`config.mk`:
```
export PLATFORM = sky130hd
export DESIGN_NAME = deshift_rx_flat
export DESIGN_NICKNAME = d
export VERILOG_FILES = /design/src/rtl/deshift_pkg.sv /design/src/rtl/deshift_rx_if.sv /design/src/rtl/deshift_sr.sv /design/src/rtl/deshift_rx.sv /design/src/flat_wrapper.sv
export SDC_FILE = /design/constraint.sdc
export NUM_CORES = 1
export LEC_CHECK = 0
export CORE_UTILIZATION = 37
export CTS_CLUSTER_SIZE = 25
export DETAILED_ROUTE_END_ITERATION = 6
export PLACE_DENSITY = 0.57
export RECOVER_POWER = 100
export SLEW_MARGIN = 15
export SYNTH_ARGS = -nofsm -noshare
export SYNTH_HDL_FRONTEND = slang
export SYNTH_SLANG_ARGS = --single-unit
```
`constraint.sdc`:
```
create_clock -name clk_1m -period 2.26 [get_ports clk_1m]
set_clock_uncertainty 0.2 [all_clocks]
set_input_delay 0.452 -clock clk_1m [delete_from_list [all_inputs] [get_ports clk_1m]]
set_output_delay 0.452 -clock clk_1m [all_outputs]
set_load 0.005 [all_outputs]
```
`src/rtl/deshift_pkg.sv`:
```
// Shared types and defaults for the deshift_rx serial receiver.
package deshift_pkg;

    localparam int              WIDTH_DEF     = 8;
    localparam logic [7:0]      SYNC_WORD_DEF = 8'hA5;

    typedef enum logic {
        HUNT = 1'b0,
        LOCK = 1'b1
    } state_e;

    // Counter width able to index 0..n-1, never narrower than one bit.
    function automatic int cnt_w(input int n);
        return (n <= 1) ? 1 : $clog2(n);
    endfunction

endpackage

```
`src/rtl/deshift_rx_if.sv`:
```
// Serial-in / word-out signal bundle between the bit source, deshift_rx and the despread sink.
interface deshift_rx_if
    import deshift_pkg::*;
#(
    parameter int WIDTH = WIDTH_DEF
);
    logic             bit_in;
    logic             bit_vld;
    logic [WIDTH-1:0] data_out;
    logic             data_vld;
    logic             locked;
    logic             sync_err;

    modport master (
        output bit_in, bit_vld,
        input  data_out, data_vld, locked, sync_err
    );

    modport slave (
        input  bit_in, bit_vld,
        output data_out, data_vld, locked, sync_err
    );
endinterface

```
`src/rtl/deshift_sr.sv`:
```
// MSB-first shift register with enable; flags when the incoming window equals a pattern.
module deshift_sr #(
    parameter int WIDTH = 8
) (
    input  logic             clk_1m,
    input  logic             rst_n,
    input  logic             en,
    input  logic             bit_in,
    input  logic [WIDTH-1:0] pattern,
    output logic [WIDTH-1:0] sr_next,
    output logic             match
);
    // The oldest bit falls out on the next shift and is never observed, so only WIDTH-1 bits are stored.
    logic [WIDTH-2:0] sr_q;

    assign sr_next = {sr_q, bit_in};
    assign match   = (sr_next == pattern);

    // NOTE: state is updated with <= so every flop samples pre-edge values.
    always_ff @(posedge clk_1m) begin
        if (!rst_n) begin
            sr_q <= '0;
        end else if (en) begin
            sr_q <= sr_next[WIDTH-2:0];
        end
    end
endmodule

```
`src/rtl/deshift_rx.sv`:
```
// Sync-hunting serial-to-parallel receiver; `define LOCK_FLYWHEEL_EN keeps lock across missed sync slots.
module deshift_rx
    import deshift_pkg::*;
#(
    parameter int               WIDTH       = WIDTH_DEF,
    parameter logic [WIDTH-1:0] SYNC_WORD   = SYNC_WORD_DEF,
    parameter int               FRAME_BYTES = 16,
    parameter int               MISS_MAX    = 2
) (
    input  logic        clk_1m,
    input  logic        rst_n,
    deshift_rx_if.slave rx
);
    localparam int         BC_W    = cnt_w(WIDTH);
    localparam logic [7:0] FRAME_N = 8'(FRAME_BYTES);

    if (FRAME_BYTES < 1 || FRAME_BYTES > 255 || MISS_MAX < 1 || MISS_MAX > 15) begin : g_param_check
        $error("deshift_rx: FRAME_BYTES or MISS_MAX out of range");
    end

    state_e           state_q, state_d;
    logic [BC_W-1:0]  bit_cnt_q, bit_cnt_d;
    logic [7:0]       byte_cnt_q, byte_cnt_d;
    logic [WIDTH-1:0] data_out_q, data_out_d;
    logic             data_vld_q, data_vld_d;
    logic             locked_q;
    logic [WIDTH-1:0] sr_next;
    logic             match;
    logic             word_done;

    deshift_sr #(.WIDTH(WIDTH)) u_sr (
        .clk_1m  (clk_1m),
        .rst_n   (rst_n),
        .en      (rx.bit_vld),
        .bit_in  (rx.bit_in),
        .pattern (SYNC_WORD),
        .sr_next (sr_next),
        .match   (match)
    );

    assign word_done = (bit_cnt_q == BC_W'(WIDTH - 1));

`ifdef LOCK_FLYWHEEL_EN
    logic [3:0] miss_cnt_q, miss_cnt_d;
    logic       sync_err_q, sync_err_d;
    assign rx.sync_err = sync_err_q;
`else
    assign rx.sync_err = 1'b0;
`endif

    // NOTE: every output is given a default first, so no path leaves a latch behind.
    always_comb begin
        state_d    = state_q;
        bit_cnt_d  = bit_cnt_q;
        byte_cnt_d = byte_cnt_q;
        data_out_d = data_out_q;
        data_vld_d = 1'b0;
`ifdef LOCK_FLYWHEEL_EN
        miss_cnt_d = miss_cnt_q;
        sync_err_d = 1'b0;
`endif
        if (rx.bit_vld) begin
            case (state_q)
                HUNT: begin
                    if (match) begin
                        state_d    = LOCK;
                        bit_cnt_d  = '0;
                        byte_cnt_d = '0;
                    end
                end
                LOCK: begin
                    if (byte_cnt_q < FRAME_N) begin
                        if (word_done) begin
                            bit_cnt_d  = '0;
                            data_out_d = sr_next;
                            data_vld_d = 1'b1;
                            byte_cnt_d = byte_cnt_q + 8'd1;
                        end else begin
                            bit_cnt_d = bit_cnt_q + BC_W'(1);
                        end
                    end else begin
`ifdef LOCK_FLYWHEEL_EN
                        if (word_done) begin
                            bit_cnt_d  = '0;
                            byte_cnt_d = '0;
                            if (match) begin
                                miss_cnt_d = '0;
                            end else begin
                                sync_err_d = 1'b1;
                                if (miss_cnt_q + 4'd1 == 4'(MISS_MAX)) begin
                                    state_d    = HUNT;
                                    miss_cnt_d = '0;
                                end else begin
                                    miss_cnt_d = miss_cnt_q + 4'd1;
                                end
                            end
                        end else begin
                            bit_cnt_d = bit_cnt_q + BC_W'(1);
                        end
`else
                        // Frame over: this bit is the first one the re-acquisition search sees.
                        bit_cnt_d  = '0;
                        byte_cnt_d = '0;
                        if (!match) begin
                            state_d = HUNT;
                        end
`endif
                    end
                end
            endcase
        end
    end

    always_ff @(posedge clk_1m) begin
        if (!rst_n) begin
            state_q    <= HUNT;
            bit_cnt_q  <= '0;
            byte_cnt_q <= '0;
            data_out_q <= '0;
            data_vld_q <= 1'b0;
            locked_q   <= 1'b0;
`ifdef LOCK_FLYWHEEL_EN
            miss_cnt_q <= '0;
            sync_err_q <= 1'b0;
`endif
        end else begin
            state_q    <= state_d;
            bit_cnt_q  <= bit_cnt_d;
            byte_cnt_q <= byte_cnt_d;
            data_out_q <= data_out_d;
            data_vld_q <= data_vld_d;
            locked_q   <= (state_d == LOCK);
`ifdef LOCK_FLYWHEEL_EN
            miss_cnt_q <= miss_cnt_d;
            sync_err_q <= sync_err_d;
`endif
        end
    end

    assign rx.data_out = data_out_q;
    assign rx.data_vld = data_vld_q;
    assign rx.locked   = locked_q;
endmodule

```
`src/flat_wrapper.sv`:
```
// flat-port wrapper written by rule: the top's interface ports become plain ports
module deshift_rx_flat import deshift_pkg::*;
#(
    parameter int               WIDTH       = WIDTH_DEF,
    parameter logic [WIDTH-1:0] SYNC_WORD   = SYNC_WORD_DEF,
    parameter int               FRAME_BYTES = 16,
    parameter int               MISS_MAX    = 2
)
  (clk_1m, rst_n, rx_bit_in, rx_bit_vld, rx_data_out, rx_data_vld, rx_locked, rx_sync_err);
  deshift_rx_if #(.WIDTH(WIDTH)) rx_i ();
  input  logic clk_1m;
  input  logic rst_n;
  input wire logic [$bits(rx_i.bit_in)-1:0] rx_bit_in;
  input wire logic [$bits(rx_i.bit_vld)-1:0] rx_bit_vld;
  output wire logic [$bits(rx_i.data_out)-1:0] rx_data_out;
  output wire logic [$bits(rx_i.data_vld)-1:0] rx_data_vld;
  output wire logic [$bits(rx_i.locked)-1:0] rx_locked;
  output wire logic [$bits(rx_i.sync_err)-1:0] rx_sync_err;
  assign rx_i.bit_in = rx_bit_in;
  assign rx_i.bit_vld = rx_bit_vld;
  assign rx_data_out = rx_i.data_out;
  assign rx_data_vld = rx_i.data_vld;
  assign rx_locked = rx_i.locked;
  assign rx_sync_err = rx_i.sync_err;
  deshift_rx #(.WIDTH(WIDTH), .SYNC_WORD(SYNC_WORD), .FRAME_BYTES(FRAME_BYTES), .MISS_MAX(MISS_MAX)) u_core (.clk_1m(clk_1m), .rst_n(rst_n), .rx(rx_i));
endmodule
```
==> results_dict.tcl, run 1 <==
set metrics [dict create \
    outcome "finished with violations" \
    violations "design-rule violations" \
    gp_congestion 0.740 \
    fmax_mhz 472 \
    cts_made_buffers 3 \
    power_density_nw_per_um2 631 \
    drt_iter0_markers 26 \
    ir_worst_vdd_uv 479 \
    arrival_ps 1470 \
    root_buffer "clkbuf_4" \
    synth_edf_count 0 \
    setup_viol 0 \
    ys.flop_type "dfxtp_1" \
    post-dp-hpwl_mm 1.55 \
    io_buffers 13 \
    grt_pass1_vias 827 \
    overflow 0 \
    setup_tns_ps 0 \
    nNetsFinal 146 \
    crit_buf_inv 1 \
    syn_area_per_cell_sq_um 9.41 \
    antenna_cells 0 \
    finalPower_uw 861 \
    slew_violations 0 \
    cp.required_ps 1610 \
    synth_seq_area_share_pct 48.8 \
    netlist.area_leader.share_pct 48.8 \
    ys_seq_elements 28 \
    path_class "reg -> out" \
    rows 19 \
    cts_num_sinks 28 \
    route.detailed.drc 2 \
    synth_top_area_cell "dfxtp_1" \
    synth_fp_nets 129 \
    cts_tree "done" \
    synthCells 122 \
    final.min_clock_period_ps 2120 \
    drive_gt1_share_pct 8.70 \
    final_core_util_pct 47.8 \
    grt_pass1_wl_mm 3.87 \
    ant_nets 0 \
    viasPerCell 5.09 \
    start_util_pct 40.3 \
    final_hold_viol_count 0 \
    cp_top_family "buffers and inverters" \
    dr.pass1.iters 6 \
    path_max_fanout 9 \
    ios 15 \
    wl_per_cell_microns 13.0 \
    ys_top_cells_by_area "dfxtp_1 49%, mux2i_1 13%, nor2_1 7.2%" \
    clockBufferDepth 2 \
    post-cts-setup-buffer-count 0 \
    instances_no_fill 169 \
    relSlewSlack_pct 38.6 \
    startpoint_type "flop" \
    vias 861 \
    htreeDepth 1 \
    slowest_stage "dlygate4sd3_1" \
    post_cts_resized 0 \
    syn-cell-area_sq_um 1150 \
    nFillCells 285 \
    post-route-period-util_pct 93.7 \
    worst_pin_slew_ps 912 \
    track_usage_pct 15.1 \
    cts_hold_buf 0 \
    post-place-ws_ps -18.1 \
    clk_latency_ps 330 \
    grt_max_degree 21 \
    die_y_microns 57.7 \
    rsz0062_at_grt "false" \
    async_flop_share_pct 0 \
    syn2layout_area_growth_pct 18.7 \
    multi_input_area_sq_um 526 \
    drv_cap 0 \
    yosys_warnings 0 \
    wirelength_mm 2.20 \
    clkTransAtPathRegs_ps 150 \
    p_leak_nw 0.604 \
    path_cells "dlygate4sd3_1" \
    hp-class "reg -> reg" \
    cp_slowest_stage_delay_ps 620 \
    dp_cells 165 \
    antenna_found_initial 0 \
    endpoint_kind "output port" \
    fp.coreArea_sq_um 2850 \
    regArea_sq_um 561 \
    setup_ws_ps 142 \
    synth.distinct_cells 28 \
    dieArea_sq_um 3330 \
    die_w_microns 57.7 \
]
## cells in the final DEF (no fill, tap or decap), types with 2 or more instances in the layout
master          n
mux2i_1        15
inv_1           7
nand3_1         3
nand4_1         4
nor2_1         22
clkbuf_1        2
clkbuf_4        3
buf_4           3
dfxtp_1        28
a21oi_1         2
o21ai_1         5
o22ai_1         2
ha_1            3
a31oi_1         3
nand2_1         7
dlygate4sd3_1  12
o21ai_0         2
## flip-flops by register name (all words and copies together) (netlist names)
| signal | count |
|---|---|
| u_core.byte_cnt_q | 8 |
| u_core.rx.data_out | 8 |
| u_core.u_sr.sr_q | 7 |
| u_core.bit_cnt_q | 3 |
| u_core.rx.data_vld | 1 |
| u_core.state_q | 1 |
## logic make-up (layout without fill, tap and decap cells)
kind of cell / count (synthesis) / in the layout / synth area share [%]
muxes: 15 / 15 / 13.1
adders and majority gates: 3 / 3 / 3.27
buffers and inverters: 13 / 29 / 4.90
other: 1 / 1 / 0.326
DFF: 28 / 28 / 48.8
AOI/OAI and AO/OA: 17 / 17 / 9.69
and+or+nand+nor: 45 / 45 / 19.9
## power by group
part | internal [mW] | total [mW] | switching (mW) | leakage [nW]
clock | 0.180 | 0.332 | 0.152 | 0.0279
combinational | 0.0121 | 0.0302 | 0.0182 | 0.351
sequential | 0.496 | 0.498 | 0.00242 | 0.226
## final timing paths
check                                              to  cells after the start                 start  slack, ps
worst max register to register  u_core.rx.data_out[4]                      5  u_core.byte_cnt_q[4]        200
worst min-delay path             u_core.byte_cnt_q[7]                      2  u_core.byte_cnt_q[7]        250
worst min register to register   u_core.byte_cnt_q[7]                      2  u_core.byte_cnt_q[7]        250
worst max-delay path                        rx_locked                      1        u_core.state_q        140
## worst reg2reg max path: cells and delay by family (launching register included)
kind,cells,cell delay (ps)
DFF,1,360
and+or+nand+nor,3,1020
buffers and inverters,1,230
muxes,1,160
## cell usage after synthesis (2+ instances only)
cell / instances
a21oi_1: 2
a31oi_1: 3
buf_4: 2
clkbuf_1: 3
dfxtp_1: 28
ha_1: 3
inv_1: 7
mux2i_1: 15
nand2_1: 7
nand3_1: 3
nand4_1: 4
nor2_1: 22
o21ai_1: 7
o22ai_1: 2
## layer usage
metal / global-route usage [%] / wire length (microns)
met5: 0 / 0
met4: 2.04 / 7
met3: 4.91 / 91
met2: 23.9 / 981
met1: 20.9 / 1120
## stage by stage
stage	hold slack (ps)	area (sq um)
after global routing	272	1360
after detailed placement	244	1330
final	254	1360
after floorplan	231	1150
after global placement	242	1330
after CTS	264	1380
## final cells by class
class                           instances  area share (%)
Sequential cell                        28            41.1
Multi-Input combinational cell         81            38.5
Timing Repair Buffer                   18            11.7
Tap cell                               31            2.84
Clock inverter                          1            2.20
Inverter                                7            1.93
Clock buffer                            3            1.65
Note: power is estimated with default switching activity, not from simulation.
==> run 2: changes to the inputs <==
CAP_MARGIN = 20   (was not set)
==> results of run 2 <==
The final DEF is identical to that of run 1; final timing and power are the same.
==> run 3: changes to the inputs <==
CORE_ASPECT_RATIO = 1.25   (was not set)
SKIP_CTS_REPAIR_TIMING = 1   (was not set)
==> run 3 against run 2 <==
  * First-iteration DRC count fell by 27%
  * Core utilization down 0.57 points
  * Global-route usage fell by 1.3 points
  * Final cell count up 4.1%
  * Combinational power increased by 3%
  * Routed wire length fell by 7.7%
  * Setup slack gained 19 ps
  * Sequential share of layout area down 0.81 points
  * The run now ends clean
  * Final area rose by 2.0%
  * Register-to-register slack better by 160 ps
  * Clock power fell by 2%
  * Sequential cell count is the same
==> results_dict.tcl, run 3 (synthesis results as in run 1) <==
set metrics [dict create \
    outcome "complete, no violations" \
    startpoint_type "flop" \
    cts_made_buffers 3 \
    rrSetupSlack_ps 360 \
    layout_common_cells "28 x dfxtp_1, 22 x nor2_1, 15 x mux2i_1" \
    grt_pass1_wl_mm 3.61 \
    cp.depth 1 \
    cp_slowest_stage_delay_ps 610 \
    global_route.usage.met1_pct 16.5 \
    clkTransAtPathRegs_ps 160 \
    nFillCells 277 \
    use_met2_pct 24.0 \
    ff2ff_path_depth 6 \
    p_leak_nw 0.615 \
    drive_gt1_share_pct 10.7 \
    viasPerCell 4.98 \
    post-dp-hpwl_mm 1.45 \
    ant_nets 0 \
    route.detailed.drc 0 \
    start_util_pct 39.0 \
    crit_buf_inv 1 \
    ios 15 \
    final_hold_viol_count 0 \
    htreeDepth 1 \
    syn2layout_area_growth_pct 21.1 \
    overflow 0 \
    dr.pass1.iters 4 \
    relSlewSlack_pct 64.9 \
    instances_no_fill 176 \
    nNetsFinal 148 \
    top_usage_layer "met2" \
    worst_pin_slew_ps 526 \
    post-route-period-util_pct 92.9 \
    dieArea_sq_um 3330 \
    grt_max_degree 21 \
    vias 876 \
    mostFrequentLayoutCell "dfxtp_1" \
    power_density_nw_per_um2 614 \
    gp_congestion 0.779 \
    antenna_found_initial 0 \
    wirelength_mm 2.03 \
    clk_latency_ps 330 \
    rsz0062_at_grt "false" \
    antenna_cells 0 \
    whs_path_depth 2 \
    multi_input_area_sq_um 532 \
    cp_top_family "buffers and inverters" \
    rows 22 \
    die_w_microns 51.8 \
    root_buffer "clkbuf_4" \
    setup_tns_ps 0 \
    cts_tree "done" \
    cts_num_sinks 28 \
    cp.required_ps 1610 \
    path_class "reg -> out" \
    fp.coreArea_sq_um 2950 \
    path_max_fanout 9 \
    drt_iter0_markers 19 \
    dp_cells 172 \
    final_cell_area_sq_um 1390 \
    track_usage_pct 13.9 \
    slew_violations 0 \
    clockBufferDepth 2 \
    regArea_sq_um 561 \
    slowest_stage "dlygate4sd3_1" \
    endpoint_kind "output port" \
    fmax_mhz 477 \
    io_buffers 13 \
    drv_cap 0 \
    path_cells "dlygate4sd3_1" \
    postPlaceCellArea_sq_um 1350 \
    hp-class "reg -> reg" \
    die_y_microns 64.3 \
    ir_worst_vdd_uv 351 \
    wl_per_cell_microns 11.6 \
    arrival_ps 1450 \
    final.min_clock_period_ps 2100 \
    grt_pass1_vias 873 \
    use_met3_pct 3.33 \
    setup_viol 0 \
]
## run 3: path summary, 6_finish.rpt
check                            start              endpoint
setup / recovery        u_core.state_q             rx_locked
hold / removal    u_core.byte_cnt_q[6]  u_core.byte_cnt_q[6]
setup reg to reg   u_core.bit_cnt_q[0]  u_core.byte_cnt_q[1]
hold reg to reg   u_core.byte_cnt_q[6]  u_core.byte_cnt_q[6]
## run 3: through the flow
step	hold slack, ps	utilization [%]	setup WS, ps	power (mW)
final	263	47.2	162	0.855
after global routing	277	47.2	88.8	0.889
after global placement	242	45.7	59.8	0.542
after CTS	265	47.5	195	0.868
after detailed placement	245	45.7	26.7	0.542
after floorplan	231	-	600	0.528
## run 3: where the power goes
part | total (mW) | switching [mW] | internal (mW) | leakage [nW]
sequential | 0.498 | 0.00223 | 0.496 | 0.226
combinational | 0.0310 | 0.0179 | 0.0130 | 0.361
clock | 0.326 | 0.146 | 0.179 | 0.0279
## run 3: per-layer routing
metal | routed length, microns | part of all wire, %
met2 | 978 | 48
met3 | 77 | 3.8
met1 | 962 | 47
met4 | 15 | 0.74
met5 | 0 | 0
## run 3: final cells by class
class | instances | area share [%]
Multi-Input combinational cell | 81 | 38.2
Tap cell | 36 | 3.24
Timing Repair Buffer | 20 | 12.6
Sequential cell | 28 | 40.3
Inverter | 7 | 1.89
Clock inverter | 1 | 2.16
Clock buffer | 3 | 1.62
==> variant 1 (flow settings as in run 3) <==
Build with the macro `LOCK_FLYWHEEL_EN` defined.
--- a/src/rtl/deshift_rx.sv
+++ b/src/rtl/deshift_rx.sv
@@ -1,4 +1,6 @@
 // Sync-hunting serial-to-parallel receiver; `define LOCK_FLYWHEEL_EN keeps lock across missed sync slots.
+`define LOCK_FLYWHEEL_EN
+
 module deshift_rx
     import deshift_pkg::*;
 #(
Behaviour: same outputs for any inputs over 10 cycles, from zero or initial values and one cycle with rst_n low; that may be too few to reach the edited logic, so the function may still have changed.
==> variant 1 against run 3 <==
Synthesized area rose by 19%. Synthesized cell count grew 25%. Hold slack got worse by 0.015 ns. Sequential cell count grew 5. Via count rose by 32%. Maximum frequency grew 2.1%. Wire length up 46%. Final area is 20% higher. Register-to-register slack lost 0.14 ns. Total power up 21%. Worst setup slack better by 0.043 ns. Critical endpoint is now u_core.byte_cnt_q[2]$_SDFFE_PN0P_. Highest routed layer unchanged.
==> variant 1: results (changes against run 3) <==
.. list-table::
   :header-rows: 1

   * - Metric
     - Value
   * - Via count normalized by instance count
     - 5.34 (was 4.98)
   * - Wire length of the first global-routing pass
     - 5260 um (was 3610 um)
   * - Share of cells above drive strength 1
     - 8.43% (was 10.7%)
   * - Number of violations reported at the end of detailed-routing iteration 0
     - 21 (was 19)
   * - Number of global-route vias before repair
     - 1182 (was 873)
   * - Final period utilization
     - 91.0% (was 92.9%)
   * - Capturing point of the worst reg2reg path
     - u_core.byte_cnt_q[2]$_SDFFE_PN0P_ (was u_core.byte_cnt_q[1]$_SDFFE_PN0P_)
   * - Register area share after synthesis
     - 48.4% (was 48.8%)
   * - Compound-gate portion of the synthesized area
     - 13.3% (was 9.69%)
   * - Pre-CTS setup slack
     - 0.147 ns (was 0.0267 ns)
   * - Leakage
     - 0.665 nW (was 0.615 nW)
   * - Synth top cells by count
     - dfxtp_1 (33), nand2_1 (27), a21oi_1 (16) (was dfxtp_1 (28), nor2_1 (22), mux2i_1 (15))
   * - Dpl cells
     - 209 (was 172)
   * - Adder-Cell Fraction of Synth Area
     - 4.58% (was 3.27%)
   * - Insertion delay to the later sink of the worst-skew pair
     - 0.28 ns (was 0.33 ns)
   * - Largest fanout of any net on the critical path
     - 8 (was 9)
   * - Outcome
     - complete, no violations (unchanged)
   * - Clock-pin transition on the worst setup and hold timing paths
     - 0.06 ns (was 0.16 ns)
   * - Start point of the worst min-delay path
     - u_core.rx.data_out[1]$_SDFFE_PN0P_ (was u_core.byte_cnt_q[6]$_SDFFE_PN0P_)
   * - Synthesized net count
     - 161 (was 129)
   * - Worst hold path endpoint
     - u_core.rx.data_out[1]$_SDFFE_PN0P_ (was u_core.byte_cnt_q[6]$_SDFFE_PN0P_)
   * - CTS H-tree depth
     - 2 (was 1)
   * - Number of CTS-inserted buffers
     - 5 (was 3)
   * - Largest net degree at the start of global routing
     - 15 (was 21)
   * - Reg-to-reg setup timing slack
     - 0.22 ns (was 0.36 ns)
   * - Multiplexer fraction of the synthesized cell area
     - 5.87% (was 13.1%)
   * - Post-detailed-routing wire length
     - 2970 um (was 2030 um)
   * - Port Buf Inserts
     - 14 (was 13)
==> variant 1: stage by stage <==
step / power, mW / cell area (um2) / hold slack [ns]
floorplan: 0.615 / 1370 / 0.240
global placement: 0.631 / 1600 / 0.246
detailed placement: 0.631 / 1600 / 0.246
CTS: 1.05 / 1680 / 0.255
global route: 1.08 / 1670 / 0.286
finish: 1.04 / 1670 / 0.249
==> variant 1: cells by family after synthesis <==
group / after synthesis
simple gates: 67
flops: 33
compound gates: 31
buf+inv: 8
mux: 8
fa+ha+maj: 5
==> variant 1: power by group <==
group          internal (mW)  leakage [nW]  total (mW)  switching [mW]
combinational         0.0141         0.360      0.0320          0.0179
sequential             0.584         0.266       0.586         0.00207
clock                  0.219        0.0395       0.417           0.199
total                  0.816         0.665        1.04           0.219
==> variant 1: cell type report <==
cell class / count / area, um2
Clock buffer: 8 / 80.1
Fill cell: 340 / 1850
Inverter: 4 / 15.0
Multi-Input combinational cell: 111 / 673
Sequential cell: 33 / 661
Tap cell: 39 / 48.8
Timing Repair Buffer: 22 / 189
==> variant 1: worst max path at each step <==
stage          slack (ns)                                 to                              from  depth (start not counted)
2_1_floorplan        0.46  u_core.byte_cnt_q[2]$_SDFFE_PN0P_  u_core.bit_cnt_q[0]$_SDFFE_PN0P_                          6
3_3_place_gp         0.18  u_core.byte_cnt_q[3]$_SDFFE_PN0P_                        rx_bit_vld                          5
3_5_place_dp         0.15  u_core.byte_cnt_q[3]$_SDFFE_PN0P_                        rx_bit_vld                          5
4_1_cts              0.30                          rx_locked       u_core.state_q$_SDFFE_PN0P_                          1
5_1_grt              0.13  u_core.byte_cnt_q[4]$_SDFFE_PN0P_                        rx_bit_vld                          6
6_report             0.20  u_core.byte_cnt_q[2]$_SDFFE_PN0P_                        rx_bit_vld                          6
==> variant 1: worst max-delay path: stages <==
cell	delay (ns)
dlygate4sd3_1	0.60
and3_1	0.25
a41oi_1	0.20
clkbuf_1	0.29
o21ai_0	0.14
a21oi_1	0.12
==> variant 1: routing by layer <==
layer  track usage [%]  vias to the layer above  wire length, um
met2              29.0                       19             1450
met3              4.26                        8               91
met1              19.6                      539             1350
li1                  -                      592                -
met5                 0                        -                0
met4              7.59                        0               74
==> variant 2 (settings of run 3) <==
Without the edit above. Take the reset off `data_out_q` and load it in a clocked block of its own.
--- a/src/rtl/deshift_rx.sv
+++ b/src/rtl/deshift_rx.sv
@@ -116,7 +116,6 @@
             state_q    <= HUNT;
             bit_cnt_q  <= '0;
             byte_cnt_q <= '0;
-            data_out_q <= '0;
             data_vld_q <= 1'b0;
             locked_q   <= 1'b0;
 `ifdef LOCK_FLYWHEEL_EN
@@ -127,7 +126,6 @@
             state_q    <= state_d;
             bit_cnt_q  <= bit_cnt_d;
             byte_cnt_q <= byte_cnt_d;
-            data_out_q <= data_out_d;
             data_vld_q <= data_vld_d;
             locked_q   <= (state_d == LOCK);
 `ifdef LOCK_FLYWHEEL_EN
@@ -137,6 +135,10 @@
         end
     end
 
+    always_ff @(posedge clk_1m) begin
+        data_out_q <= data_out_d;
+    end
+
     assign rx.data_out = data_out_q;
     assign rx.data_vld = data_vld_q;
     assign rx.locked   = locked_q;
Function: no difference found for any inputs over 10 cycles, from zero or initial values and one cycle with rst_n low; that may be too few to reach the edited logic, so the function may still have changed.
==> variant 2 against run 3 <==
Sequential cell count unchanged. Synthesized area fell by 4.5%. Critical endpoint is now u_core.byte_cnt_q[2]$_SDFFE_PN0P_. Total power is 2.3% higher. Sequential power is 4.0% higher. Critical path type is now reg -> reg. Worst setup slack improved by 0.030 ns. First-iteration DRC count fell by 37%. Final area is 4.1% lower. Wire length about the same. Critical path depth rose by 4. Sequential share of layout area rose by 7.7 points. Global-route usage is essentially flat. Cell count fell by 12%. Clock power is essentially flat.
==> variant 2: results (changes against run 3) <==
.. list-table::
   :header-rows: 1

   * - Metric
     - Value
   * - Outcome
     - complete, no violations (unchanged)
   * - Start point of the worst min-delay path
     - u_core.byte_cnt_q[5]$_SDFFE_PN0P_ (was u_core.byte_cnt_q[6]$_SDFFE_PN0P_)
   * - GPL Wtd Cong
     - 0.793 (was 0.779)
   * - Leakage
     - 0.509 nW (was 0.615 nW)
   * - Total routing resource utilization after global routing
     - 13.9% (about the same)
   * - Kind of cell adding the most delay to the critical path
     - simple AND/OR/NAND/NOR gates (was buffers and inverters)
   * - Number of nets in the layout
     - 129 (was 148)
   * - Synthesized net count
     - 108 (was 129)
   * - Insertion delay to the later sink of the worst-skew pair
     - 0.33 ns (about the same)
   * - Distinct cell type count after synthesis
     - 32 (was 28)
   * - Average wire per standard cell
     - 13.1 um (was 11.6 um)
   * - Worst IR drop on VDD
     - 389 uV (was 351 uV)
   * - Async S/R FF share, synth
     - 0% (unchanged)
   * - Synth top cells by count
     - dfxtp_1 (20), nor2_1 (12), inv_1 (9) (was dfxtp_1 (28), nor2_1 (22), mux2i_1 (15))
   * - Share of cells above drive strength 1
     - 8.26% (was 10.7%)
   * - Reg-to-reg critical path startpoint
     - u_core.byte_cnt_q[4]$_SDFFE_PN0P_ (was u_core.bit_cnt_q[0]$_SDFFE_PN0P_)
   * - Slowest cell on the critical path
     - or4_1 (was dlygate4sd3_1)
   * - Count of flip-flops with a built-in enable after synthesis
     - 8 (was 0)
   * - Post-detailed-routing wire length
     - 2030 um (about the same)
   * - Capturing point of the worst reg2reg path
     - u_core.byte_cnt_q[2]$_SDFFE_PN0P_ (was u_core.byte_cnt_q[1]$_SDFFE_PN0P_)
   * - Largest fanout of any net on the critical path
     - 5 (was 9)
   * - Dpl cells
     - 151 (was 172)
   * - Via count normalized by instance count
     - 5.07 (was 4.98)
   * - Wire length of the first global-routing pass
     - 3320 um (was 3610 um)
   * - Critical path arrival
     - 2.12 ns (was 1.45 ns)
   * - Number of violations reported at the end of detailed-routing iteration 0
     - 12 (was 19)
   * - Syn Inst Count
     - 101 (was 122)
   * - Final HPWL DP
     - 1500 um (was 1450 um)
   * - Number of global-route vias before repair
     - 739 (was 873)
   * - Most area-consuming cells after synthesis
     - dfxtp_1 (36%), edfxtp_1 (22%), mux2i_1 (6.4%) (was dfxtp_1 (49%), mux2i_1 (13%), nor2_1 (7.2%))
   * - Antenna diode count
     - 0 (unchanged)
   * - Count of fill cells added during filler insertion
     - 269 (was 277)
   * - R2R depth
     - 5 (was 6)
   * - Clock-pin transition on the worst setup and hold timing paths
     - 0.15 ns
   * - Pre-CTS setup slack
     - 0.0964 ns (was 0.0267 ns)
   * - Reg-to-reg setup timing slack
     - 0.19 ns (was 0.36 ns)
   * - Max transition margin
     - 55.6% (was 64.9%)
   * - Largest net degree at the start of global routing
     - 17 (was 21)
   * - Register area share after synthesis
     - 58.4% (was 48.8%)
   * - Worst hold path endpoint
     - u_core.byte_cnt_q[5]$_SDFFE_PN0P_ (was u_core.byte_cnt_q[6]$_SDFFE_PN0P_)
-- variant 2: layer usage --
layer	wire, um	global-route usage (%)	vias to the layer above
li1	-	-	399
met1	957	17.5	372
met2	1020	22.8	13
met3	36	2.19	2
met4	20	6.25	0
met5	0	0	-
-- variant 2: area by class of cell --
type | count | area (um2) | area share [%]
flip-flops and latches | 28 | 641 | 48.0
inverters | 9 | 33.8 | 2.53
well taps | 34 | 42.5 | 3.19
clock buffers | 3 | 22.5 | 1.69
clock inverters | 1 | 30.0 | 2.25
repair buffers | 19 | 160 | 12.0
multi-input cells | 61 | 404 | 30.3
-- variant 2: cell families after synthesis --
group,Yosys count,share of synthesized area (%)
other,1,0.342
buffers and inverters,12,4.45
flip-flops,28,58.4
AND/OR/NAND/NOR,32,16.4
multiplexers,7,6.39
adder cells (fa/ha/maj),3,3.42
AO/OA/AOI/OAI,18,10.6
-- variant 2: worst max-delay path by stage --
stage | endpoint | slack (ns) | startpoint
floorplan | u_core.rx.data_out[0]$_DFFE_PP_ | 0.39 | u_core.byte_cnt_q[4]$_SDFFE_PN0P_
CTS | rx_locked | 0.24 | u_core.state_q$_SDFFE_PN0P_
global route | u_core.byte_cnt_q[2]$_SDFFE_PN0P_ | 0.11 | u_core.byte_cnt_q[4]$_SDFFE_PN0P_
detailed placement | u_core.rx.data_out[5]$_DFFE_PP_ | 0.1 | rx_bit_vld
global placement | u_core.rx.data_out[5]$_DFFE_PP_ | 0.12 | rx_bit_vld
finish | u_core.byte_cnt_q[2]$_SDFFE_PN0P_ | 0.19 | u_core.byte_cnt_q[4]$_SDFFE_PN0P_
-- variant 2: worst min-delay path: cells and delay by family (launching register included) --
kind          cells  cell delay, ns
flops             1            0.35
simple gates      1            0.03
buf+inv           1            0.05
-- variant 2: report_power, final --
part / switching [mW] / leakage, nW / internal, mW
clock: 0.148 / 0.0279 / 0.179
sequential: 0.00200 / 0.235 / 0.516
combinational: 0.0165 / 0.247 / 0.0117
total: 0.167 / 0.509 / 0.708
-- variant 2: through the flow --
step	hold WS [ns]	total power [mW]	instance area, um2	util, %
global placement	0.233	0.560	1300	47.1
floorplan	0.220	0.546	1100	-
global route	0.275	0.905	1330	48.3
detailed placement	0.237	0.560	1300	47.1
CTS	0.258	0.882	1350	49.0
finish	0.253	0.874	1330	48.3
